**config.mk**
```make
export PLATFORM = sky130hd
export DESIGN_NAME = nab_axil_regfile
export DESIGN_NICKNAME = d
export VERILOG_FILES = /design/src/rtl/nab_axil_pkg.sv /design/src/rtl/nab_axil_rd_mux.sv /design/src/rtl/nab_axil_regfile.sv
export SDC_FILE = /design/constraint.sdc
export NUM_CORES = 1
export LEC_CHECK = 0
export ABC_CLOCK_PERIOD_IN_PS = 4600
export CORE_AREA = 2 2 129 131
export CTS_CLUSTER_SIZE = 8
export DETAILED_ROUTE_END_ITERATION = 7
export DIE_AREA = 0 0 131 133
export PLACE_DENSITY = 0.83
export SETUP_SLACK_MARGIN = 0.1
export SLEW_MARGIN = 20
export SYNTH_ARGS = -nofsm -noshare
export SYNTH_HDL_FRONTEND = slang
export SYNTH_SLANG_ARGS = --single-unit
```
**constraint.sdc**
```tcl
create_clock -name S_AXI_ACLK -period 4.6 [get_ports S_AXI_ACLK]
set_clock_uncertainty 0.2 [all_clocks]
set_input_delay 0.46 -clock S_AXI_ACLK [delete_from_list [all_inputs] [get_ports S_AXI_ACLK]]
set_output_delay 0.46 -clock S_AXI_ACLK [all_outputs]
set_load 0.05 [all_outputs]
```
**src/rtl/nab_axil_pkg.sv**
```systemverilog
// nab_axil_pkg
// Shared definitions for the bridge control/status register file:
//   - byte offsets of the decoded word registers
//   - AXI4-Lite response codes
//   - write/read channel FSM state encodings
//   - byte-lane merge helper used on register writes
package nab_axil_pkg;

   localparam logic [4:0] REG_CTRL     = 5'h00;
   localparam logic [4:0] REG_NET_OUT  = 5'h04;
   localparam logic [4:0] REG_PWM_DUTY = 5'h08;
   localparam logic [4:0] REG_XADC_MUX = 5'h0C;
   localparam logic [4:0] REG_AUX0     = 5'h10;
   localparam logic [4:0] REG_AUX1     = 5'h14;
   localparam logic [4:0] REG_AUX2     = 5'h18;
   localparam logic [4:0] REG_AUX3     = 5'h1C;

   localparam logic [1:0] RESP_OKAY   = 2'b00;
   localparam logic [1:0] RESP_SLVERR = 2'b10;

   typedef enum logic {
      W_IDLE = 1'b0,
      W_RESP = 1'b1
   } w_state_t;

   typedef enum logic {
      R_IDLE = 1'b0,
      R_DATA = 1'b1
   } r_state_t;

   // Replace only the byte lanes that are enabled; with strobes disabled
   // every lane takes the new data.
   function automatic logic [31:0] apply_wstrb(
      input logic [31:0] old_word,
      input logic [31:0] new_word,
      input logic [3:0]  strb,
      input logic        use_strb
   );
      logic [31:0] merged;
      merged = old_word;
      for (int b = 0; b < 4; b++) begin
         if (!use_strb || strb[b]) begin
            merged[8*b +: 8] = new_word[8*b +: 8];
         end
      end
      return merged;
   endfunction

endpackage

```
**src/rtl/nab_axil_rd_mux.sv**
```systemverilog
// nab_axil_rd_mux
// Combinational read-data / read-response select for the register file.
// Ports:
//   rd_addr   - AXI byte read address; bits [1:0] are don't-care
//   ctrl      - CTRL register (bit 0 is always stored as 0)
//   net_out   - network output status word
//   pwm_duty  - PWM_DUTY register
//   xadc_mux  - XADC_MUX[3:0]
//   aux       - four aux status words, word k at aux[32k +: 32]
//   rdata     - selected word, 0 for out-of-range addresses
//   rresp     - OKAY inside the decoded range, SLVERR outside
module nab_axil_rd_mux
   import nab_axil_pkg::*;
#(
   parameter int ADDR_W   = 9,
   parameter int DATA_W   = 32,
   parameter int NUM_REGS = 8
) (
   input  logic [ADDR_W-1:0]   rd_addr,
   input  logic [DATA_W-1:0]   ctrl,
   input  logic [DATA_W-1:0]   net_out,
   input  logic [DATA_W-1:0]   pwm_duty,
   input  logic [3:0]          xadc_mux,
   input  logic [4*DATA_W-1:0] aux,
   output logic [DATA_W-1:0]   rdata,
   output logic [1:0]          rresp
);

   localparam int IDX_W = ADDR_W - 2;
   localparam logic [IDX_W-1:0] REG_LIMIT = IDX_W'(NUM_REGS);

   logic [IDX_W-1:0] word_idx;
   logic             in_range;
   logic [4:0]       word_off;
   logic             lsb_unused;

   assign word_idx   = rd_addr[ADDR_W-1:2];
   assign in_range   = (word_idx < REG_LIMIT);
   assign word_off   = {rd_addr[4:2], 2'b00};
   assign lsb_unused = ^rd_addr[1:0];

   always_comb begin
      rdata = '0;
      rresp = RESP_OKAY;
      if (!in_range) begin
         rresp = RESP_SLVERR;
      end else begin
         case (word_off)
            REG_CTRL:     rdata = ctrl;
            REG_NET_OUT:  rdata = net_out;
            REG_PWM_DUTY: rdata = pwm_duty;
            REG_XADC_MUX: rdata = {{(DATA_W-4){1'b0}}, xadc_mux};
            REG_AUX0:     rdata = aux[0*DATA_W +: DATA_W];
            REG_AUX1:     rdata = aux[1*DATA_W +: DATA_W];
            REG_AUX2:     rdata = aux[2*DATA_W +: DATA_W];
            REG_AUX3:     rdata = aux[3*DATA_W +: DATA_W];
            default:      rdata = '0;
         endcase
      end
   end

endmodule

```
**src/rtl/nab_axil_regfile.sv**
```systemverilog
// nab_axil_regfile
// AXI4-Lite responder holding the bridge control/status registers and
// driving the PWM / XADC control outputs.
// Ports:
//   S_AXI_*     - AXI4-Lite slave port (clock, active-low async reset,
//                 AW/W/B write channels, AR/R read channels)
//   net_out_i   - network output status, read at 0x04
//   aux_i       - aux status words, read at 0x10..0x1C
//   ctrl_o      - CTRL register contents (bit 0 always 0)
//   start_o     - one-cycle pulse after a write of CTRL[0]=1
//   pwm_duty_o  - PWM_DUTY register contents
//   xadc_mux_o  - XADC_MUX[3:0]
//
// Write FSM
//   state  | meaning
//   W_IDLE | waiting for AWVALID+WVALID; AWREADY/WREADY pulse, regs update
//   W_RESP | BVALID held with BRESP until BREADY
// Read FSM
//   state  | meaning
//   R_IDLE | waiting for ARVALID; ARREADY pulse, RDATA/RRESP captured
//   R_DATA | RVALID held with RDATA/RRESP until RREADY
module nab_axil_regfile
   import nab_axil_pkg::*;
#(
   parameter int ADDR_W    = 9,
   parameter int DATA_W    = 32,
   parameter int USE_WSTRB = 0,
   parameter int NUM_REGS  = 8
) (
   input  logic                  S_AXI_ACLK,
   input  logic                  S_AXI_ARESETN,
   input  logic [ADDR_W-1:0]     S_AXI_AWADDR,
   input  logic                  S_AXI_AWVALID,
   output logic                  S_AXI_AWREADY,
   input  logic [DATA_W-1:0]     S_AXI_WDATA,
   input  logic [DATA_W/8-1:0]   S_AXI_WSTRB,
   input  logic                  S_AXI_WVALID,
   output logic                  S_AXI_WREADY,
   output logic [1:0]            S_AXI_BRESP,
   output logic                  S_AXI_BVALID,
   input  logic                  S_AXI_BREADY,
   input  logic [ADDR_W-1:0]     S_AXI_ARADDR,
   input  logic                  S_AXI_ARVALID,
   output logic                  S_AXI_ARREADY,
   output logic [DATA_W-1:0]     S_AXI_RDATA,
   output logic [1:0]            S_AXI_RRESP,
   output logic                  S_AXI_RVALID,
   input  logic                  S_AXI_RREADY,
   input  logic [DATA_W-1:0]     net_out_i,
   input  logic [4*DATA_W-1:0]   aux_i,
   output logic [DATA_W-1:0]     ctrl_o,
   output logic                  start_o,
   output logic [DATA_W-1:0]     pwm_duty_o,
   output logic [3:0]            xadc_mux_o
);

   localparam int IDX_W = ADDR_W - 2;
   localparam logic [IDX_W-1:0] REG_LIMIT = IDX_W'(NUM_REGS);
   localparam logic USE_STRB = (USE_WSTRB != 0);

   w_state_t          w_state;
   r_state_t          r_state;

   logic              awready_q;
   logic              wready_q;
   logic              bvalid_q;
   logic [1:0]        bresp_q;
   logic              arready_q;
   logic              rvalid_q;
   logic [DATA_W-1:0] rdata_q;
   logic [1:0]        rresp_q;

   logic [DATA_W-1:0] ctrl_q;
   logic [DATA_W-1:0] pwm_q;
   logic [3:0]        xadc_q;
   logic              start_q;

   logic              wr_both_valid;
   logic              wr_in_range;
   logic [4:0]        wr_off;
   logic              wr_lane0;
   logic              awaddr_unused;

   logic [DATA_W-1:0] mux_rdata;
   logic [1:0]        mux_rresp;

   assign wr_both_valid = S_AXI_AWVALID && S_AXI_WVALID;
   assign wr_in_range   = (S_AXI_AWADDR[ADDR_W-1:2] < REG_LIMIT);
   assign wr_off        = {S_AXI_AWADDR[4:2], 2'b00};
   assign wr_lane0      = !USE_STRB || S_AXI_WSTRB[0];
   assign awaddr_unused = ^S_AXI_AWADDR[1:0];

   nab_axil_rd_mux #(
      .ADDR_W   (ADDR_W),
      .DATA_W   (DATA_W),
      .NUM_REGS (NUM_REGS)
   ) u_rd_mux (
      .rd_addr  (S_AXI_ARADDR),
      .ctrl     (ctrl_q),
      .net_out  (net_out_i),
      .pwm_duty (pwm_q),
      .xadc_mux (xadc_q),
      .aux      (aux_i),
      .rdata    (mux_rdata),
      .rresp    (mux_rresp)
   );

   // Write channel and register updates. READY is registered, so the
   // handshake edge is the one where AWREADY/WREADY are already high and
   // both valids are still present; registers take the data on that edge.
   always_ff @(posedge S_AXI_ACLK or negedge S_AXI_ARESETN) begin
      if (!S_AXI_ARESETN) begin
         w_state   <= W_IDLE;
         awready_q <= 1'b0;
         wready_q  <= 1'b0;
         bvalid_q  <= 1'b0;
         bresp_q   <= RESP_OKAY;
         ctrl_q    <= '0;
         pwm_q     <= '0;
         xadc_q    <= '0;
         start_q   <= 1'b0;
      end else begin
         start_q <= 1'b0;
         case (w_state)
            W_IDLE: begin
               if (awready_q) begin
                  awready_q <= 1'b0;
                  wready_q  <= 1'b0;
                  if (wr_both_valid) begin
                     w_state  <= W_RESP;
                     bvalid_q <= 1'b1;
                     if (wr_in_range) begin
                        bresp_q <= RESP_OKAY;
                        case (wr_off)
                           REG_CTRL: begin
                              // bit 0 is a strobe only, never stored
                              ctrl_q  <= apply_wstrb(ctrl_q, S_AXI_WDATA, S_AXI_WSTRB, USE_STRB)
                                         & ~32'h1;
                              start_q <= S_AXI_WDATA[0] && wr_lane0;
                           end
                           REG_PWM_DUTY: begin
                              pwm_q <= apply_wstrb(pwm_q, S_AXI_WDATA, S_AXI_WSTRB, USE_STRB);
                           end
                           REG_XADC_MUX: begin
                              if (wr_lane0) begin
                                 xadc_q <= S_AXI_WDATA[3:0];
                              end
                           end
                           default: ;
                        endcase
                     end else begin
                        bresp_q <= RESP_SLVERR;
                     end
                  end
               end else if (wr_both_valid) begin
                  awready_q <= 1'b1;
                  wready_q  <= 1'b1;
               end
            end
            W_RESP: begin
               if (S_AXI_BREADY) begin
                  bvalid_q <= 1'b0;
                  bresp_q  <= RESP_OKAY;
                  w_state  <= W_IDLE;
               end
            end
            default: w_state <= W_IDLE;
         endcase
      end
   end

   // Read channel. Data is captured from the mux on the handshake edge, so a
   // write landing on the same edge is not yet visible to this read.
   always_ff @(posedge S_AXI_ACLK or negedge S_AXI_ARESETN) begin
      if (!S_AXI_ARESETN) begin
         r_state   <= R_IDLE;
         arready_q <= 1'b0;
         rvalid_q  <= 1'b0;
         rdata_q   <= '0;
         rresp_q   <= RESP_OKAY;
      end else begin
         case (r_state)
            R_IDLE: begin
               if (arready_q) begin
                  arready_q <= 1'b0;
                  if (S_AXI_ARVALID) begin
                     rvalid_q <= 1'b1;
                     rdata_q  <= mux_rdata;
                     rresp_q  <= mux_rresp;
                     r_state  <= R_DATA;
                  end
               end else if (S_AXI_ARVALID) begin
                  arready_q <= 1'b1;
               end
            end
            R_DATA: begin
               if (S_AXI_RREADY) begin
                  rvalid_q <= 1'b0;
                  r_state  <= R_IDLE;
               end
            end
            default: r_state <= R_IDLE;
         endcase
      end
   end

   assign S_AXI_AWREADY = awready_q;
   assign S_AXI_WREADY  = wready_q;
   assign S_AXI_BVALID  = bvalid_q;
   assign S_AXI_BRESP   = bresp_q;
   assign S_AXI_ARREADY = arready_q;
   assign S_AXI_RVALID  = rvalid_q;
   assign S_AXI_RDATA   = rdata_q;
   assign S_AXI_RRESP   = rresp_q;

   assign ctrl_o     = ctrl_q;
   assign start_o    = start_q;
   assign pwm_duty_o = pwm_q;
   assign xadc_mux_o = xadc_q;

endmodule

```
# Word-level counts from Yosys, hierarchy flattened
# Index checks and enable logic that the tools add are counted.
# classes
magnitude_cmp	2
n_eq_ne	15
mux	32
bitwise	2
reduce_logical	11
# ops
cell	n
32-bit one-hot mux with 8 select lines	1
32-bit 2-to-1 mux	1
1-bit 2-to-1 mux	20
5-bit AND reduction	3
7-bit by 4-bit < comparator with 1-bit output, second input constant	2
3-bit by 2-bit == test with 1-bit output, second input constant	4
3-bit == test, second input constant	4
2-bit inequality test, second input constant	6
5-bit zero test	2
2-bit 2-to-1 mux	5
3-bit AND reduction	3
1-bit one-hot mux with 2 select lines	4
2-bit one-hot mux with 2 select lines	1
3-bit by 1-bit == test with 1-bit output, second input constant	1
1-bit NOT	2
2-bit AND reduction	1
2-bit nonzero test	1
1-bit logical AND	1
# word_totals
register_bits	111
in_bits	221
out_inout_bits	110
elab_cells	76

# Depth between registers and ports, before layout
# Gate-level depths: netlist of run 1.
# logic_depth
ltp_word	6
mapped_depth	7
ltp_nobuf	4

# Cells and area by module
# From an unflattened synthesis of run 1, not the netlist that was laid out.
# unflattened
cells_unflattened	539
area_unflattened_um2	6269.8
# modules_own_cells
mod	instances	cells_per_inst	area_each_um2	seq_area_each_um2
nab_axil_regfile	1	255	4162.7	2752.6
nab_axil_rd_mux	1	284	2107.0	0.0

# Worst setup path before layout of run 1
# No wires, ideal clock.
# synth_path
kind	reg2reg
from	register awready_q, in the netlist S_AXI_AWREADY
to	register ctrl_q[10], in the netlist ctrl_o[10]
setup_ns	0.127
arrival_ns	2.028
required_time_ns	4.273
setup_slack_ns	2.245
path_stages_with_launch	6
path_buffers	1
period_less_slack_ns	2.355
path_cell_list	dfrtp_1 -> nand4b_1 -> nor4_4 -> and2b_2 -> buf_6 -> mux2_1
# synth_between
elab_chain_cells	1
# synth_lines
element	line_no	rtl
start, declared	nab_axil_regfile.sv:64	logic awready_q;
start signal, assigned	nab_axil_regfile.sv:114	awready_q <= 1'b0;
start signal, assigned	nab_axil_regfile.sv:127	awready_q <= 1'b0;
start signal, assigned	nab_axil_regfile.sv:156	awready_q <= 1'b1;
5-bit AND reduction (no line)	n/a	
end signal, assigned	nab_axil_regfile.sv:137	ctrl_q <= apply_wstrb(ctrl_q, S_AXI_WDATA, S_AXI_WSTRB, USE_STRB)
end, declared	nab_axil_regfile.sv:73	logic [DATA_W-1:0] ctrl_q;
# No other way between the ends.
# A chain may end at the register's enable or synchronous reset.

# Worst setup path after layout of run 1
# layout_path
from	input S_AXI_AWVALID
to	register ctrl_q[31], in the netlist ctrl_o[31]
# layout_between
elab_chain_cells	2
# layout_lines
element	line_no	rtl
start, declared	nab_axil_regfile.sv:33	input logic S_AXI_AWVALID,
1-bit logical AND	nab_axil_regfile.sv:87	assign wr_both_valid = S_AXI_AWVALID && S_AXI_WVALID;
5-bit AND reduction (no line)	n/a	
# No other way between the ends.

==> impl_metrics.env, run 1 <==
export IMPL_dieArea_um2=17400
export IMPL_diodes=0
export IMPL_hpwl_mm=14.9
export IMPL_comb_power_share_pct=29.5
export IMPL_grt_max_degree=76
export IMPL_setup_tns_ns=0
export IMPL_slew_viol_final=0
export IMPL_io_buffers=319
export IMPL_yosysWarningCount=0
export IMPL_r2r_start="w_state$_DFF_PN0_"
export IMPL_r2r_slack_ns=1.88
export IMPL_reg2reg_to="ctrl_o[31]$_DFFE_PN0P_"
export IMPL_ir_worst_vdd_uv=152
export IMPL_cts_root_buf="clkbuf_16"
export IMPL_cts_made_buffers=9
export IMPL_worst_slew_pin_slew_ns=1.10
export IMPL_async_reset_ff_share_pct=100
export IMPL_gp_congestion=0.801
export IMPL_drtIter0Drc=226
export IMPL_rows=47
export IMPL_track_usage_pct=23.3
export IMPL_drive_gt1_share_pct=11.5
export IMPL_syn_cell_area_um2=5840
export IMPL_fmax_ghz=0.348
export IMPL_crit_fanout=31
export IMPL_nets=1018
export IMPL_worstSetupPathType="in2reg"
export IMPL_endpoint_kind="flop"
export IMPL_tritoncts="done"
export IMPL_synth_cell_types=40
export IMPL_status="complete, no violations"
export IMPL_antenna_found_initial=0
export IMPL_reg2reg_depth=4
export IMPL_syn2layout_area_growth_pct=61.3
export IMPL_core_area_um2=16200
export IMPL_timing_final_crit_share_pct=62.4
export IMPL_post_cts_buffers=0
export IMPL_synth_edff_count=0
export IMPL_seqPwrFrac_pct=40.6
export IMPL_netlist_instances=504
export IMPL_postRouteAntennaNets=0
export IMPL_boundaryPins=331
export IMPL_final_cell_mix="clkdlybuf4s50_1 (315), dfrtp_1 (109), mux2_2 (37), nand2_1 (36), mux2_1 (30)"
export IMPL_clkPwrFrac_pct=29.9
export IMPL_ctsResizeCount=0
export IMPL_dp_slack_ns=1.35
export IMPL_synth_top_cell_by_area="dfrtp_1"
export IMPL_fillerInstances=1411
export IMPL_cp_arrival_ns=2.90
export IMPL_p_per_area_nw_per_um2=277
export IMPL_p_int_mw=1.80
export IMPL_maxCapViolCount=0
export IMPL_p_sw_share_pct=30.9
export IMPL_die_w_um=131
export IMPL_layout_setup_ws_ns=1.73
export IMPL_cts_sinks=109
export IMPL_rsz0062_at_grt="false"
export IMPL_hold_path_class="in2async"
export IMPL_start_kind="input pin"
export IMPL_grt_remaining_overflow=0
export IMPL_firstDrtPassIters=5
export IMPL_relSlewSlack_pct=26.3
export IMPL_synthFlopType="dfrtp_1"
export IMPL_hold_violations=0
export IMPL_switching_power_uw=807
export IMPL_finalWirelength_mm=20.5
export IMPL_multi_input_area_um2=2880
export IMPL_crit_required_ns=4.62
export IMPL_clkTransAtPathRegs_ns=0.07
export IMPL_cts_hold_buf=0
export IMPL_fp_dieH_um=133
export IMPL_initial_utilization_pct=36.1
export IMPL_wire_per_inst_um=20.1
export IMPL_vias_per_cell=5.36
export IMPL_clk_latency_ns=0.34
export IMPL_drc=0
export IMPL_mostFrequentLayoutCell="clkdlybuf4s50_1"
export IMPL_seq_area_um2=2730
export IMPL_dr_total_vias=5474
export IMPL_cts_htree_levels=3
export IMPL_power_leakage_nw=4.13
export IMPL_synth_area_top_cells="dfrtp_1 (47%), mux4_2 (8.1%), mux2_2 (7.1%), mux2_1 (5.8%), mux2i_1 (3.1%)"
export IMPL_ys_seq_elements=109
export IMPL_yosysTopAreaCellShare_pct=46.7
export IMPL_ys_seq_area_share_pct=46.7
export IMPL_setup_viol=0
export IMPL_grt_pass1_wl_mm=31.2
export IMPL_cts_max_path_buffers=2
export IMPL_avgSynthCellArea_um2=11.6
export IMPL_grt_pass1_vias=5643
export IMPL_layout_min_cycle_time_ns=2.87
[flip-flops by register name, summed over array words and instances, names as in the netlist, 4 cells and up]
register     flops
S_AXI_RDATA     32
pwm_duty_o      32
xadc_mux_o       4
ctrl_o          31
[final cells by class]
cell class,instances,share of cell area [%]
Tap cell,220,2.92
Sequential cell,109,28.9
Multi-Input combinational cell,346,30.5
Timing Repair Buffer,326,34.3
Inverter,5,0.199
Clock buffer,12,2.62
Clock inverter,3,0.491
[synthesized netlist by cell type, types with 5 or more instances]
master and n:
clkbuf_1 24, o21ai_0 19, nand2_1 36, a21o_1 21, mux2i_1 18, mux2_2 37
a22o_1 8, nor3_1 5, a21oi_1 26, o22ai_1 7, mux2_1 30, a22oi_1 21
buf_2 7, a211oi_1 23, inv_1 5, a221oi_1 7, buf_6 6, mux4_2 21
dfrtp_1 109, nand3b_1 9, buf_1 6, nor2_1 29
[worst max-delay path by stage]
stage	startpoint	to	slack, ns
after global routing	S_AXI_WVALID	ctrl_o[18]$_DFFE_PN0P_	1.54
after detailed placement	S_AXI_AWVALID	ctrl_o[31]$_DFFE_PN0P_	1.35
after global placement	S_AXI_WVALID	ctrl_o[31]$_DFFE_PN0P_	1.40
final	S_AXI_AWVALID	ctrl_o[31]$_DFFE_PN0P_	1.73
after CTS	S_AXI_AWVALID	ctrl_o[31]$_DFFE_PN0P_	1.71
after floorplan	S_AXI_AWREADY$_DFFE_PN0N_	ctrl_o[10]$_DFFE_PN0P_	2.24
[critical path, stage by stage]
cell             delay [ns]
clkdlybuf4s50_1        0.51
nand4b_1               0.35
nor4_4                 0.35
and2b_2                0.80
mux2_2                 0.41
[through the flow]
stage	utilization, %	power [mW]	hold slack (ns)	instances	area, um^2
6_report	58.3	2.61	0.0470	1021	9420
5_1_grt	58.3	2.72	0.119	1021	9420
4_1_cts	58.3	2.63	0.0802	1021	9420
3_5_place_dp	56.5	1.85	0.266	1006	9130
3_3_place_gp	56.4	1.84	0.257	1006	9130
2_1_floorplan	-	1.46	-0.0356	506	5850
[metal layers]
| layer | global-route usage, % | vias to the layer above | wire (um) |
|---|---|---|---|
| met4 | 8.63 | 0 | 558 |
| met2 | 40.4 | 245 | 10300 |
| met5 | 0 | - | 0 |
| li1 | - | 2476 | - |
| met3 | 5.05 | 38 | 1650 |
| met1 | 28.2 | 2715 | 7940 |
[power groups by stage]
| stage | combinational, mW | sequential, mW | clock (mW) |
|---|---|---|---|
| 6_report | 0.769 | 1.06 | 0.781 |
| 5_1_grt | 0.813 | 1.07 | 0.838 |
| 4_1_cts | 0.774 | 1.06 | 0.802 |
| 3_5_place_dp | 0.772 | 1.08 | 0 |
| 3_3_place_gp | 0.762 | 1.07 | 0 |
| 2_1_floorplan | 0.193 | 1.27 | 0 |
[cell families (layout without fill, tap and decap cells)]
group / count (synthesis) / after routing / share of synthesized area (%)
and+or+nand+nor: 97 / 97 / 8.42
muxes: 106 / 106 / 24.1
other: 1 / 3 / 0.0642
DFF: 109 / 109 / 46.7
AOI/OAI and AO/OA: 140 / 140 / 16.3
buffers and inverters: 51 / 346 / 4.39
No activity file was read; power rests on OpenSTA's default activity.
==> inputs of run 2 (changes only) <==
ABC_CLOCK_PERIOD_IN_PS = 2550   (was 4600)
CORE_AREA = default   (was 2 2 129 131)
CORE_MARGIN = 2   (was default)
CORE_UTILIZATION = 35   (was default)
DIE_AREA = default   (was 0 0 131 133)
clock period = 2.55 ns   (was 4.6 ns; I/O delays follow)
==> run 2 against run 1 <==
Effect of this change:
- cell area grew 2.0%
- largest power group unchanged
- critical endpoint is now ctrl_o[17]$_DFFE_PN0P_
- non-clock buffer count grew 15
- via count grew 0.93%
==> impl_metrics.env, run 2 (same netlist as run 1, synthesis figures left out) <==
export IMPL_status="complete, no violations"
export IMPL_grt_pass1_vias=5728
export IMPL_final_core_util_pct=58.3
export IMPL_endpoint_kind="flop"
export IMPL_setup_viol=0
export IMPL_fp_dieH_um=133
export IMPL_layout_min_cycle_time_ns=2.17
export IMPL_antenna_found_initial=0
export IMPL_cts_max_path_buffers=2
export IMPL_ir_worst_vdd_uv=401
export IMPL_diodes=0
export IMPL_relSlewSlack_pct=58.0
export IMPL_r2r_start="w_state$_DFF_PN0_"
export IMPL_worst_slew_pin_slew_ns=0.628
export IMPL_gp_congestion=0.831
export IMPL_maxCapViolCount=0
export IMPL_setup_tns_ns=0
export IMPL_whs_ns=0.187
export IMPL_final_cell_mix="clkdlybuf4s50_1 (315), dfrtp_1 (109), mux2_2 (37), nand2_1 (36), mux2_1 (30)"
export IMPL_initial_utilization_pct=35.5
export IMPL_syn2layout_area_growth_pct=64.4
export IMPL_firstDrtPassIters=5
export IMPL_wire_per_inst_um=19.9
export IMPL_clk_latency_ns=0.34
export IMPL_power_leakage_nw=4.23
export IMPL_hpwl_mm=15.7
export IMPL_worstSetupPathType="in2reg"
export IMPL_clkTransAtPathRegs_ns=0.07
export IMPL_dr_total_vias=5525
export IMPL_slowest_delay_ns=0.56
export IMPL_start_kind="input pin"
export IMPL_rsz0062_at_grt="false"
export IMPL_dieArea_um2=17700
export IMPL_fillerInstances=1399
export IMPL_io_buffers=319
export IMPL_die_w_um=133
export IMPL_grt_max_degree=60
export IMPL_fmax_ghz=0.460
export IMPL_grt_remaining_overflow=0
export IMPL_hold_violations=0
export IMPL_reg2reg_to="ctrl_o[17]$_DFFE_PN0P_"
export IMPL_tritoncts="done"
export IMPL_boundaryPins=331
export IMPL_crit_required_ns=2.57
export IMPL_reg2reg_depth=5
export IMPL_path_cells="clkdlybuf4s50_1, or4_4, nor4_4, and2b_2, buf_12, mux2_1"
export IMPL_drtIter0Drc=287
export IMPL_crit_fanout=18
export IMPL_cts_root_buf="clkbuf_16"
export IMPL_cp_arrival_ns=2.19
export IMPL_drive_gt1_share_pct=12.9
export IMPL_hold_path_class="in2async"
export IMPL_nets=1033
export IMPL_drc=0
export IMPL_post_cts_buffers=0
export IMPL_track_usage_pct=23.1
export IMPL_cts_htree_levels=3
export IMPL_grt_pass1_wl_mm=32.0
export IMPL_core_area_um2=16500
export IMPL_slew_viol_final=0
export IMPL_cts_sinks=109
export IMPL_r2r_slack_ns=0.49
export IMPL_timing_final_crit_share_pct=85.2
export IMPL_vias_per_cell=5.34
export IMPL_slowest_stage="or4_4"
export IMPL_postRouteAntennaNets=0
export IMPL_cts_made_buffers=9
export IMPL_rows=47
export IMPL_mostFrequentLayoutCell="clkdlybuf4s50_1"
export IMPL_finalWirelength_mm=20.6
export IMPL_p_per_area_nw_per_um2=485
-- run 2: changes by cell type in the layout (fill, tap and decap cells not counted), sizes merged --
cell	before	now
buf	11	25
clkinvlp	1	0
clkbuf	12	10
dlygate4sd3	0	1
clkinv	1	2
-- run 2: metal layers --
layer  share of wire [%]  vias to the layer above  GRT usage, %  routed length [um]
li1                    -                     2501             -                   -
met1                  39                     2749          28.7                8100
met2                  51                      244          39.6               10500
met3                 7.4                       31          5.52                1520
met4                 2.3                        0          7.98                 472
met5                   0                        -             0                   0
-- run 2: power breakdown --
| group | total [mW] | switching (mW) | internal [mW] |
|---|---|---|---|
| clock | 1.34 | 0.596 | 0.743 |
| sequential | 1.91 | 0.0744 | 1.84 |
| combinational | 1.41 | 0.765 | 0.646 |
| total | 4.66 | 1.44 | 3.23 |
-- run 2: layout make-up --
class	instances	area [um^2]	share of cell area, %
clock inverter	3	40.0	0.417
inverter	5	18.8	0.195
timing repair buffer	341	3440	35.8
multi-input combinational	346	2870	29.9
clock buffer	10	229	2.38
sequential	109	2730	28.4
tap	220	275	2.87
-- run 2: worst max-delay path: cells and delay by family --
family                 cells  cell delay (ns)
buffers and inverters      2             0.59
AND/OR/NAND/NOR            3             0.99
multiplexers               1             0.34
-- run 2: timing repair --
item                                   4_1_cts  5_1_grt
gates resized for setup                      0        0
endpoints found under the hold margin       28        0
hold buffers                                 1        0
-- run 2: metrics by stage --
step | power [mW] | std cells | setup slack [ns] | area (um^2)
floorplan | 2.64 | 506 | 0.195 | 5850
global placement | 3.34 | 1020 | 0.0739 | 9330
detailed placement | 3.36 | 1020 | 0.0203 | 9330
CTS | 4.71 | 1034 | 0.390 | 9610
global route | 4.86 | 1034 | 0.321 | 9610
finish | 4.66 | 1034 | 0.377 | 9610
-- run 2: worst max path at each step --
stage	from	slack (ns)	cells past startpoint	to
floorplan	S_AXI_AWREADY$_DFFE_PN0N_	0.19	5	ctrl_o[10]$_DFFE_PN0P_
detailed placement	S_AXI_AWADDR[8]	0.02	6	ctrl_o[17]$_DFFE_PN0P_
finish	S_AXI_AWADDR[8]	0.38	6	ctrl_o[17]$_DFFE_PN0P_
CTS	S_AXI_AWADDR[8]	0.39	6	ctrl_o[17]$_DFFE_PN0P_
global placement	S_AXI_AWADDR[8]	0.07	6	ctrl_o[31]$_DFFE_PN0P_
global route	S_AXI_AWADDR[8]	0.32	6	ctrl_o[17]$_DFFE_PN0P_
==> inputs of run 3 (changes only) <==
CORE_MARGIN = default   (was 2)
TNS_END_PERCENT = 5   (was default)
==> run 3 against run 2 <==
Effect of this change:
- sequential share of layout area increased by 0.070 points
- global-route usage up 1.7 points
- critical path type unchanged
- utilization increased by 1.1 points
- power shrank 1.1%
- highest routed layer unchanged
- maximum frequency up 2.0%
- worst setup slack improved by 0.042 ns
==> impl_metrics.env, run 3 (same netlist as run 1, synthesis figures left out) <==
export IMPL_status="complete, no violations"
export IMPL_post_cts_buffers=0
export IMPL_slowest_delay_ns=0.56
export IMPL_wirelength_met1_mm=8.11
export IMPL_endpoint_kind="flop"
export IMPL_clkTransAtPathRegs_ns=0.07
export IMPL_p_int_mw=3.16
export IMPL_drive_gt1_share_pct=13.0
export IMPL_start_kind="input pin"
export IMPL_ir_worst_vdd_uv=365
export IMPL_power_leakage_nw=4.23
export IMPL_relSlewSlack_pct=55.3
export IMPL_layout_min_cycle_time_ns=2.13
export IMPL_hold_path_class="reg2reg"
export IMPL_cts_made_buffers=9
export IMPL_mostFrequentLayoutCell="clkdlybuf4s50_1"
export IMPL_setup_viol=0
export IMPL_crit_required_ns=2.58
export IMPL_io_buffers=319
export IMPL_grt_max_degree=110
export IMPL_rsz0062_at_grt="false"
export IMPL_path_cells="clkdlybuf4s50_1, or4_4, nor4_4, and2b_2, buf_12, mux2_2"
export IMPL_worstPathBufferInverterCount=2
export IMPL_slowest_stage="or4_4"
export IMPL_tritoncts="done"
export IMPL_hold_violations=0
export IMPL_worstSetupPathType="in2reg"
export IMPL_rows=46
export IMPL_final_core_util_pct=59.5
export IMPL_fin_cells=1034
export IMPL_final_area_um2=9580
export IMPL_cts_htree_levels=3
export IMPL_grt_pass1_vias=5820
export IMPL_crit_fanout=17
export IMPL_die_w_um=131
export IMPL_diodes=0
export IMPL_grt_remaining_overflow=0
export IMPL_grt_pass1_wl_mm=32.8
export IMPL_slew_viol_final=0
export IMPL_hpwl_mm=15.9
export IMPL_cts_sinks=109
export IMPL_p_sw_share_pct=31.4
export IMPL_drc=0
export IMPL_track_usage_pct=24.8
export IMPL_switching_power_mw=1.45
export IMPL_vias_per_cell=5.35
export IMPL_p_per_area_nw_per_um2=481
export IMPL_timing_final_crit_share_pct=83.6
export IMPL_seqPwrFrac_pct=41.5
export IMPL_top_layer="met4"
export IMPL_syn2layout_area_growth_pct=64.0
export IMPL_clkPwrFrac_pct=27.8
export IMPL_comb_power_share_pct=30.7
export IMPL_route_met2_wl_mm=10.7
export IMPL_worst_slew_pin_slew_ns=0.670
export IMPL_firstDrtPassIters=4
export IMPL_dieArea_um2=17200
export IMPL_boundaryPins=331
export IMPL_placement_cell_area_um2=9310
export IMPL_maxCapViolCount=0
export IMPL_clk_latency_ns=0.34
export IMPL_finalWirelength_mm=21.0
export IMPL_fmax_ghz=0.469
export IMPL_placed_cells=1018
export IMPL_dr_total_vias=5537
export IMPL_cp_arrival_ns=2.16
export IMPL_dr_wl_met3_mm=1.66
export IMPL_initial_utilization_pct=36.3
export IMPL_cts_root_buf="clkbuf_16"
export IMPL_antenna_found_initial=0
export IMPL_fp_dieH_um=131
export IMPL_drtIter0Drc=300
export IMPL_core_area_um2=16100
export IMPL_wire_per_inst_um=20.3
export IMPL_gp_congestion=0.948
export IMPL_setup_tns_ns=0
export IMPL_nets=1035
export IMPL_whs_ns=0.277
export IMPL_cts_max_path_buffers=2
export IMPL_postRouteAntennaNets=0
export IMPL_final_cell_mix="clkdlybuf4s50_1 (315), dfrtp_1 (109), mux2_2 (37), nand2_1 (36), mux2_1 (30)"
export IMPL_cp_top_family="simple AND/OR/NAND/NOR gates"
-- run 3: changes by cell type in the layout (fill, tap and decap cells not counted), sizes merged --
cell    change
clkbuf      +3
bufinv      -1
buf         +2
-- run 3: per-stage QoR --
stage,worst slack [ns],total power [mW]
6_report,0.419,4.61
5_1_grt,0.326,4.81
4_1_cts,0.424,4.66
3_5_place_dp,0.0478,3.36
3_3_place_gp,0.0580,3.34
2_1_floorplan,0.195,2.64
-- run 3: power groups by stage --
stage                     logic [mW]  registers [mW]  clock network [mW]
after detailed placement        1.42            1.94                   0
final                           1.41            1.91                1.28
after global placement          1.40            1.94                   0
after floorplan                0.348            2.29                   0
after global routing            1.49            1.93                1.39
after CTS                       1.43            1.91                1.32
-- run 3: path summary, 6_finish.rpt --
kind	endpoint	depth (start not counted)	slack, ns	start
worst min-delay path	S_AXI_RDATA[10]$_DFFE_PN0P_	1	0.28	S_AXI_RDATA[10]$_DFFE_PN0P_
worst max register to register	ctrl_o[31]$_DFFE_PN0P_	5	0.49	w_state$_DFF_PN0_
min in group asynchronous	S_AXI_RVALID$_DFFE_PN0P_	3	0.31	S_AXI_ARESETN
worst min register to register	S_AXI_RDATA[10]$_DFFE_PN0P_	1	0.28	S_AXI_RDATA[10]$_DFFE_PN0P_
max in group asynchronous	pwm_duty_o[30]$_DFFE_PN0P_	3	1.33	S_AXI_ARESETN
worst max-delay path	ctrl_o[31]$_DFFE_PN0P_	6	0.42	S_AXI_AWADDR[8]
-- run 3: layout make-up --
class / count / area (um^2)
Fill cell: 1335 / 6530
Timing Repair Buffer: 343 / 3440
Multi-Input combinational cell: 346 / 2870
Sequential cell: 109 / 2730
Tap cell: 216 / 270
Clock buffer: 13 / 250
Inverter: 5 / 18.8
Clock inverter: 2 / 10.0
-- run 3: routing by layer --
layer | vias to the layer above | global-route usage (%)
li1 | 2507 | -
met1 | 2701 | 29.6
met2 | 287 | 43.3
met3 | 42 | 5.52
met4 | 0 | 9.54
met5 | - | 0
-- run 3: worst reg2reg max path: stages, from the launching register on --
cell and delay [ns]:
dfrtp_1 0.41, nand4b_1 0.28, nor4_4 0.28, and2b_2 0.24, buf_12 0.17, mux2_2 0.36
-- run 3: what timing repair did --
| item | 4_1_cts | 5_1_grt |
|---|---|---|
| endpoints found under the hold margin | 109 | 0 |
| gates resized for setup | 0 | 0 |
| hold buffers | 1 | 0 |
